$ cat config.mk
export PLATFORM = sky130hd
export DESIGN_NAME = key_entry_ctrl
export DESIGN_NICKNAME = d
export VERILOG_FILES = /design/src/rtl/alarm_pkg.sv /design/src/rtl/key_timeout_cnt.sv /design/src/rtl/key_entry_ctrl.sv
export SDC_FILE = /design/constraint.sdc
export NUM_CORES = 1
export LEC_CHECK = 0
export CORE_MARGIN = 1.5
export CORE_UTILIZATION = 52
export DETAILED_ROUTE_END_ITERATION = 8
export PLACE_DENSITY_LB_ADDON = 0.05
export SLEW_MARGIN = 20
export SYNTH_ARGS = -nofsm -noshare
export SYNTH_HDL_FRONTEND = slang
export SYNTH_SLANG_ARGS = --single-unit
$ cat constraint.sdc
create_clock -name clock -period 2.1 [get_ports clock]
set_input_delay 0.42 -clock clock [delete_from_list [all_inputs] [get_ports clock]]
set_output_delay 0.42 -clock clock [all_outputs]
set_load 0.01 [all_outputs]
$ cat src/rtl/alarm_pkg.sv
// Shared definitions for the alarm-clock key entry path: FSM state codes
// and the keypad "no key pressed" code.
package alarm_pkg;

    typedef logic [2:0] state_t;

    localparam state_t SHOW_TIME  = 3'd0;
    localparam state_t KEY_STORED = 3'd1;
    localparam state_t KEY_WAITED = 3'd2;
    localparam state_t KEY_ENTRY  = 3'd3;
    localparam state_t SHOW_ALARM = 3'd4;
    localparam state_t SET_ALARM  = 3'd5;
    localparam state_t SET_TIME   = 3'd6;

    localparam logic [3:0] NOKEY = 4'd10;

endpackage

$ cat src/rtl/key_timeout_cnt.sv
// Saturating event counter with synchronous clear. Used both as the
// keypad-inactivity timer (ticked by the one-second pulse) and as the
// digit counter (tick tied high, enabled once per key press).
module key_timeout_cnt #(
    parameter int            W     = 4,
    parameter logic [W-1:0]  LIMIT = W'(10)
) (
    input  logic         clock,
    input  logic         reset,
    input  logic         i_clear,
    input  logic         i_enable,
    input  logic         i_tick,
    output logic [W-1:0] o_count
);

    logic [W-1:0] r_count;

    // Count enabled ticks, holding at LIMIT; clear or reset returns to zero.
    always_ff @(posedge clock) begin
        if (reset || i_clear) begin
            r_count <= '0;
        end else if (i_enable && i_tick && (r_count != LIMIT)) begin
            r_count <= r_count + 1'b1;
        end
    end

    assign o_count = r_count;

endmodule

$ cat src/rtl/key_entry_ctrl.sv
// Moore FSM sequencing the alarm-clock key buffer: one active-low shift
// strobe per keypad press, inactivity timeout, and commit of the buffered
// digits into the alarm or current-time registers.
module key_entry_ctrl #(
    parameter int          TIMEOUT_SEC = 10,
    parameter logic [3:0]  NOKEY       = alarm_pkg::NOKEY,
    parameter int          DIGITS      = 4,
    parameter int          CNT_W       = 4
) (
    input  logic       clock,
    input  logic       reset,
    input  logic       one_second,
    input  logic [3:0] key,
    input  logic       alarm_button,
    input  logic       time_button,
    output logic       shift,
    output logic       show_new_time,
    output logic       show_a,
    output logic       load_new_a,
    output logic       load_new_c
);

    import alarm_pkg::*;

    state_t             r_state;
    state_t             w_nextState;
    logic [CNT_W-1:0]   w_tcount;
    logic [CNT_W-1:0]   w_dcount;
    logic               w_timeout;
    logic               w_fullEntry;
    logic               w_keyDown;
    logic               w_tClear;
    logic               w_tEnable;
    logic               w_dClear;
    logic               w_dEnable;

    assign w_keyDown   = (key != NOKEY);
    assign w_timeout   = (w_tcount == CNT_W'(TIMEOUT_SEC));
    assign w_fullEntry = (w_dcount == CNT_W'(DIGITS));

    // A fresh press passes through KEY_STORED, which restarts the window;
    // ticks landing in that cycle are dropped.
    assign w_tClear  = (r_state == SHOW_TIME) || (r_state == KEY_STORED);
    assign w_tEnable = (r_state == KEY_WAITED) || (r_state == KEY_ENTRY);

    assign w_dClear  = (r_state == SHOW_TIME);
    assign w_dEnable = (r_state == KEY_STORED);

    key_timeout_cnt #(
        .W     (CNT_W),
        .LIMIT (CNT_W'(TIMEOUT_SEC))
    ) u_tcount (
        .clock    (clock),
        .reset    (reset),
        .i_clear  (w_tClear),
        .i_enable (w_tEnable),
        .i_tick   (one_second),
        .o_count  (w_tcount)
    );

    key_timeout_cnt #(
        .W     (CNT_W),
        .LIMIT (CNT_W'(DIGITS))
    ) u_dcount (
        .clock    (clock),
        .reset    (reset),
        .i_clear  (w_dClear),
        .i_enable (w_dEnable),
        .i_tick   (1'b1),
        .o_count  (w_dcount)
    );

    // Next-state selection; within each state, buttons beat keys and keys beat timeout.
    always_comb begin
        w_nextState = r_state;
        case (r_state)
            SHOW_TIME: begin
                if (alarm_button)      w_nextState = SHOW_ALARM;
                else if (w_keyDown)    w_nextState = KEY_STORED;
            end
            KEY_STORED: begin
                w_nextState = KEY_WAITED;
            end
            KEY_WAITED: begin
                if (!w_keyDown)        w_nextState = KEY_ENTRY;
                else if (w_timeout)    w_nextState = SHOW_TIME;
            end
            KEY_ENTRY: begin
                if (alarm_button)      w_nextState = w_fullEntry ? SET_ALARM : SHOW_TIME;
                else if (time_button)  w_nextState = w_fullEntry ? SET_TIME : SHOW_TIME;
                else if (w_keyDown)    w_nextState = KEY_STORED;
                else if (w_timeout)    w_nextState = SHOW_TIME;
            end
            SHOW_ALARM: begin
                if (!alarm_button)     w_nextState = SHOW_TIME;
            end
            SET_ALARM: begin
                w_nextState = SHOW_TIME;
            end
            SET_TIME: begin
                w_nextState = SHOW_TIME;
            end
            default: begin
                w_nextState = SHOW_TIME;
            end
        endcase
    end

    // State register; reset forces the time display regardless of inputs.
    always_ff @(posedge clock) begin
        if (reset) begin
            r_state <= SHOW_TIME;
        end else begin
            r_state <= w_nextState;
        end
    end

    assign shift         = (r_state != KEY_STORED);
    assign show_new_time = (r_state == KEY_STORED) || (r_state == KEY_WAITED) ||
                           (r_state == KEY_ENTRY)  || (r_state == SET_ALARM)  ||
                           (r_state == SET_TIME);
    assign show_a        = (r_state == SHOW_ALARM);
    assign load_new_a    = (r_state == SET_ALARM);
    assign load_new_c    = (r_state == SET_TIME);

endmodule

### Word-level counts from Yosys, hierarchy flattened

Cells that the tools add are included.
W data, S select, Z words.

| operators by class | value |
|---|---|
| add/sub/neg operators | 2 |
| equality and inequality tests | 14 |
| muxes and demuxes | 11 |
| reductions and logical operators | 13 |

Operators by type and width:

| kind | count |
|---|---|
| $mux W3 | 10 |
| $pmux W3 S5 | 1 |
| $eq A3 B3 Y1 const B | 3 |
| $add A4 B1 Y4 const B | 2 |
| $logic_or A1 B1 Y1 | 8 |
| $ne A4 B4 Y1 const B | 2 |
| $eq A3 B2 Y1 const B | 2 |
| $eq A4 B3 Y1 const B | 1 |
| $eq A4 B4 Y1 const B | 1 |
| $ne A4 B3 Y1 const B | 1 |
| $eq A3 B1 Y1 const B | 1 |
| $logic_and A1 B1 Y1 | 3 |
| $logic_not A3 Y1 | 1 |
| $ne A3 B1 Y1 const B | 1 |
| $ne A3 B3 Y1 const B | 1 |
| $ne A2 B2 Y1 const B | 1 |
| $reduce_and A2 Y1 | 1 |

| storage, ports and cells | value |
|---|---|
| register bits after elaboration | 11 |
| input port bits | 9 |
| output and inout port bits | 5 |

### Depth between registers and ports, before layout

| logic depth | value |
|---|---|
| depth in word-level cells | 6 |
| gate-level depth with buffers | 6 |

### Cells and area by module

Synthesis repeated with hierarchy kept, for this count alone.

| second synthesis, totals | value |
|---|---|
| cells, all modules | 93 |
| area, all modules | 754.5 µm² |

By module, submodules not included:

| module | instances | cells an instance | area an instance (µm²) | sequential area each (µm²) |
|---|---|---|---|---|
| key_entry_ctrl | 1 | 40 | 309.0 | 60.1 |
| key_timeout_cnt at u_dcount | 1 | 28 | 231.5 | 80.1 |
| key_timeout_cnt at u_tcount | 1 | 25 | 214.0 | 80.1 |

### Least setup slack after synthesis

No wires, ideal clock.

| path | value |
|---|---|
| path type | reg-to-reg |
| start point | register u_tcount.r_count[0] (netlist: u_tcount.o_count[0]) |
| end point | register r_state[0] |
| library setup time | 103 ps |
| arrival time | 1258 ps |
| path slack | 739 ps |
| stages on the path, launching flop included | 7 |
| path buffers | 0 |
| cell sequence | dfxtp_1 -> inv_1 -> ha_1 -> nand3b_1 -> a21oi_1 -> nand2b_1 -> a2111oi_2 |

| between the ends | value |
|---|---|
| word-level cells in the longest chain between the ends | 6 |
| elaborated cells between the ends (all ways) | 7 |
| those cells by class | 1 x eq/ne; 6 x mux |

Ends and longest elaborated chain:

| what | RTL line | source |
|---|---|---|
| start, declared | key_timeout_cnt.sv:16 | `logic [W-1:0] r_count;` |
| start signal, assigned | key_timeout_cnt.sv:23 | `r_count <= r_count + 1'b1;` |
| $eq A4 B4 Y1 * | key_entry_ctrl.sv:38 | `assign w_timeout = (w_tcount == CNT_W'(TIMEOUT_SEC));` |
| $mux W3 * | - |  |
| $mux W3 (3 in a row) | - |  |
| $pmux W3 S5 * | - |  |
| end signal, assigned | key_entry_ctrl.sv:114 | `r_state <= w_nextState;` |
| end, declared | key_entry_ctrl.sv:25 | `state_t r_state;` |

Every way passes the cells marked *; elsewhere a longest branch is shown, timed or not.
A chain may end at the register's enable or synchronous reset.

### Final worst setup path

| path | value |
|---|---|
| start point | register r_state[0] |
| end point | output port show_a |

| between the ends | value |
|---|---|
| word-level cells in the longest chain between the ends | 1 |

Ends and longest elaborated chain:

| what | RTL line | source |
|---|---|---|
| $eq A3 B3 Y1 | key_entry_ctrl.sv:122 | `assign show_a = (r_state == SHOW_ALARM);` |
| end, declared | key_entry_ctrl.sv:18 | `output logic show_a,` |

Every way passes these cells.

==> summary.md <==
| Metric | Value |
|---|---|
| Slew @ Worst Pin | 0.317 ns |
| Peak supply drop | 0.446 mV |
| Ys async rst share | 0% |
| Final clock skew | 0.000628 ns |
| Clk root buf | clkbuf_4 |
| Vias per cell | 5.39 |
| Synth unique cells | 36 |
| Status | completed |
| Worst-path fanout max | 12 |
| Ys flop type | dfxtp_1 |
| DRC | 0 |
| CTS tree | yes |
| Setup Slack @ Placement | 0.266 ns |
| Syn Nets | 96 |
| Adder-Cell Fraction of Synth Area | 7.12% |
| Filler cell count | 127 |
| Critical Path AT | 1.52 ns |
| Nets | 113 |
| Post-Syn Instances | 83 |
| Setup TNS | 0 ns |
| Syn Std Cell Area | 703 sq um |
| Chip width | 39.8 um |
| Die Ht | 39.8 um |
| Starting Density | 54.7% |
| Final worst path period share | 92.5% |
| ANT cells | 0 |
| Number of global-route vias before repair | 491 |
| Hold_buf cts | 0 |
| Synth Warn # | 0 |
| Worst Path Required | 1.68 ns |
| Yosys top cell by area | dfxtp_1 |
| Post-synthesis sequential area ratio | 31.3% |
| Combinational family with the most area after synthesis | simple AND/OR/NAND/NOR gates |
| Simple-gate share of the synthesized area | 34.7% |
| Initial antenna violation count | 0 |
| CP Launch Type | flop |
| RSZ-0062 raised after global routing | false |
| Post-DP HPWL | 1.00 mm |
| Yosys reg bits | 11 |
| Commonest non-fill, non-tap cells in the layout | 13 x clkdlybuf4s50_1, 12 x nor2_1, 8 x dfxtp_1, 6 x a21oi_1, 5 x inv_1 |
| Final GP Congestion | 0.643 |
| Wire per inst | 11.4 um |
| Initial DRT Pass Iterations | 4 |
| Relative slew slack | 78.8% |
| Total clock buffers created by CTS | 3 |
| Synth top area share | 31.3% |
| Final worst slack | 0.157 ns |
| Ports | 14 |
| Core area | 1280 sq um |
| XOR/XNOR Fraction of Synth Area | 6.23% |
| Buffers plus inverters on the worst setup path | 1 |
| Final Hold Vio Count | 0 |
| WL final | 1.30 mm |
| Fraction of layout cells with a size suffix above 1 | 15.2% |
| CTS clk-pin slew, worst paths | 0.07 ns |
| Worst Hold Class | flop to flop |
| PortBufs | 13 |
| Highest Clock Rate | 515 MHz |
| First-pass GRT wire length | 2.01 mm |
| Worst path slowest cell | clkdlybuf4s50_1 |
| Placed insts | 109 |
| Most common cell after layout, fill and taps aside | clkdlybuf4s50_1 |
| Synth Area in Compound Gates | 14.2% |
| EDFF count, synth | 0 |
| Min Tclk post-route | 1.94 ns |
| GRT Total Usage | 20.0% |
| DR vias | 614 |
| Multiplexer share of the synthesized area | 0% |
| Row cnt | 13 |
| Synth top area cells | dfxtp_1 31%, ha_1 7.1%, nor2_1 6.4% |
| CTS Buffer Depth | 2 |
| Largest net degree at the start of global routing | 13 |
| Congestion Overflow GR | 0 |
| Hold path startpoint | u_dcount.o_count[1]$_SDFFE_PP0P_ |
| Sinks on Clock Net | 11 |
| Static leakage | 0.328 nW |
| Max cap viols | 0 |
| CP top delay family | buffers and inverters |
| Reg2reg start | u_tcount.o_count[0]$_SDFFE_PP0P_ |
| Max incr delay on CP | 0.52 ns |
| H-Tree Level Count | 1 |
| DRT antenna net count | 0 |
| Non-Filler Instances | 114 |
| Final setup violating endpoints | 0 |
| Syn Area/Cell | 8.47 sq um |
| Critical path class | flop to output port |
| Max Slew Vio Count | 0 |
| Synth-to-layout area growth | 24.0% |
| CP cell instances | nor2_1 -> and2_2 -> clkdlybuf4s50_1 |
| Pwr dens | 539 nW/um^2 |
| Crit end category | output port |
| Critical path origin | r_state[0]$_SDFFE_PP0P_ |
| Die area | 1580 sq um |
| Detailed router's first-iteration violation count | 9 |
| Skew-Pair Late Insertion Delay | 0.27 ns |
-- repair_timing --
action	CTS	global route
setup buffers	0	1
setup endpoints to repair	1	5
cloned	0	0
resized for setup	1	2
-- cell usage after synthesis (2+ instances only) --
master,n
nor2_1,12
dfxtp_1,11
a21oi_1,6
inv_1,5
ha_1,4
nand2_1,4
nand3_1,3
xor2_1,3
a31oi_1,2
and3_1,2
buf_6,2
nand3b_1,2
nand4_1,2
o21ai_0,2
xnor2_1,2
-- layer usage --
layer / routed length, um / track usage (%) / up-vias
met4: 30 / 10.3 / 0
met5: 0 / 0 / -
met3: 53 / 8.52 / 5
li1: - / - / 324
met1: 632 / 23.1 / 274
met2: 581 / 30.7 / 11
-- cell type report --
class / count / area [sq um] / area share, %
clock inverters: 1 / 5.00 / 0.574
flip-flops and latches: 11 / 224 / 25.7
multi-input cells: 64 / 438 / 50.2
clock buffers: 3 / 22.5 / 2.58
inverters: 5 / 18.8 / 2.15
repair buffers: 15 / 145 / 16.6
well taps: 15 / 18.8 / 2.15
-- cell families after synthesis --
family,Yosys count
simple gates,40
compound gates,15
flops,11
buf+inv,8
xor+xnor,5
fa+ha+maj,4
-- flip-flops by register name (all words and copies together) (netlist names) --
signal,count
r_state,3
u_dcount.o_count,4
u_tcount.o_count,4
-- final timing paths --
| path | slack [ns] | endpoint | depth (start not counted) |
|---|---|---|---|
| setup / recovery | 0.16 | show_a | 3 |
| hold / removal | 0.50 | u_dcount.o_count[1]$_SDFFE_PP0P_ | 2 |
| setup reg to reg | 0.60 | r_state[0]$_SDFFE_PP0P_ | 6 |
| hold reg to reg | 0.50 | u_dcount.o_count[1]$_SDFFE_PP0P_ | 2 |
-- power by group --
part           switching (mW)  internal, mW  total (mW)
registers              0.0166         0.216       0.233
clock network          0.0748        0.0707       0.145
logic                  0.0384        0.0534      0.0918
-- worst reg2reg max path, cell delays in order, from the launching register on --
cell	delay [ns]
dfxtp_1	0.39
inv_1	0.06
ha_1	0.19
nand3b_1	0.17
a21oi_1	0.10
nand2b_1	0.16
a2111oi_2	0.33
-- through the flow --
stage	power, mW	instance area (sq um)	utilization (%)	hold slack, ns
final	0.470	872	67.9	0.498
after global routing	0.494	872	67.9	0.520
after CTS	0.472	862	67.1	0.499
after detailed placement	0.325	833	64.8	0.489
after global placement	0.325	833	64.8	0.478
after floorplan	0.289	703	-	0.459
Note: power is estimated with default switching activity, not from simulation.
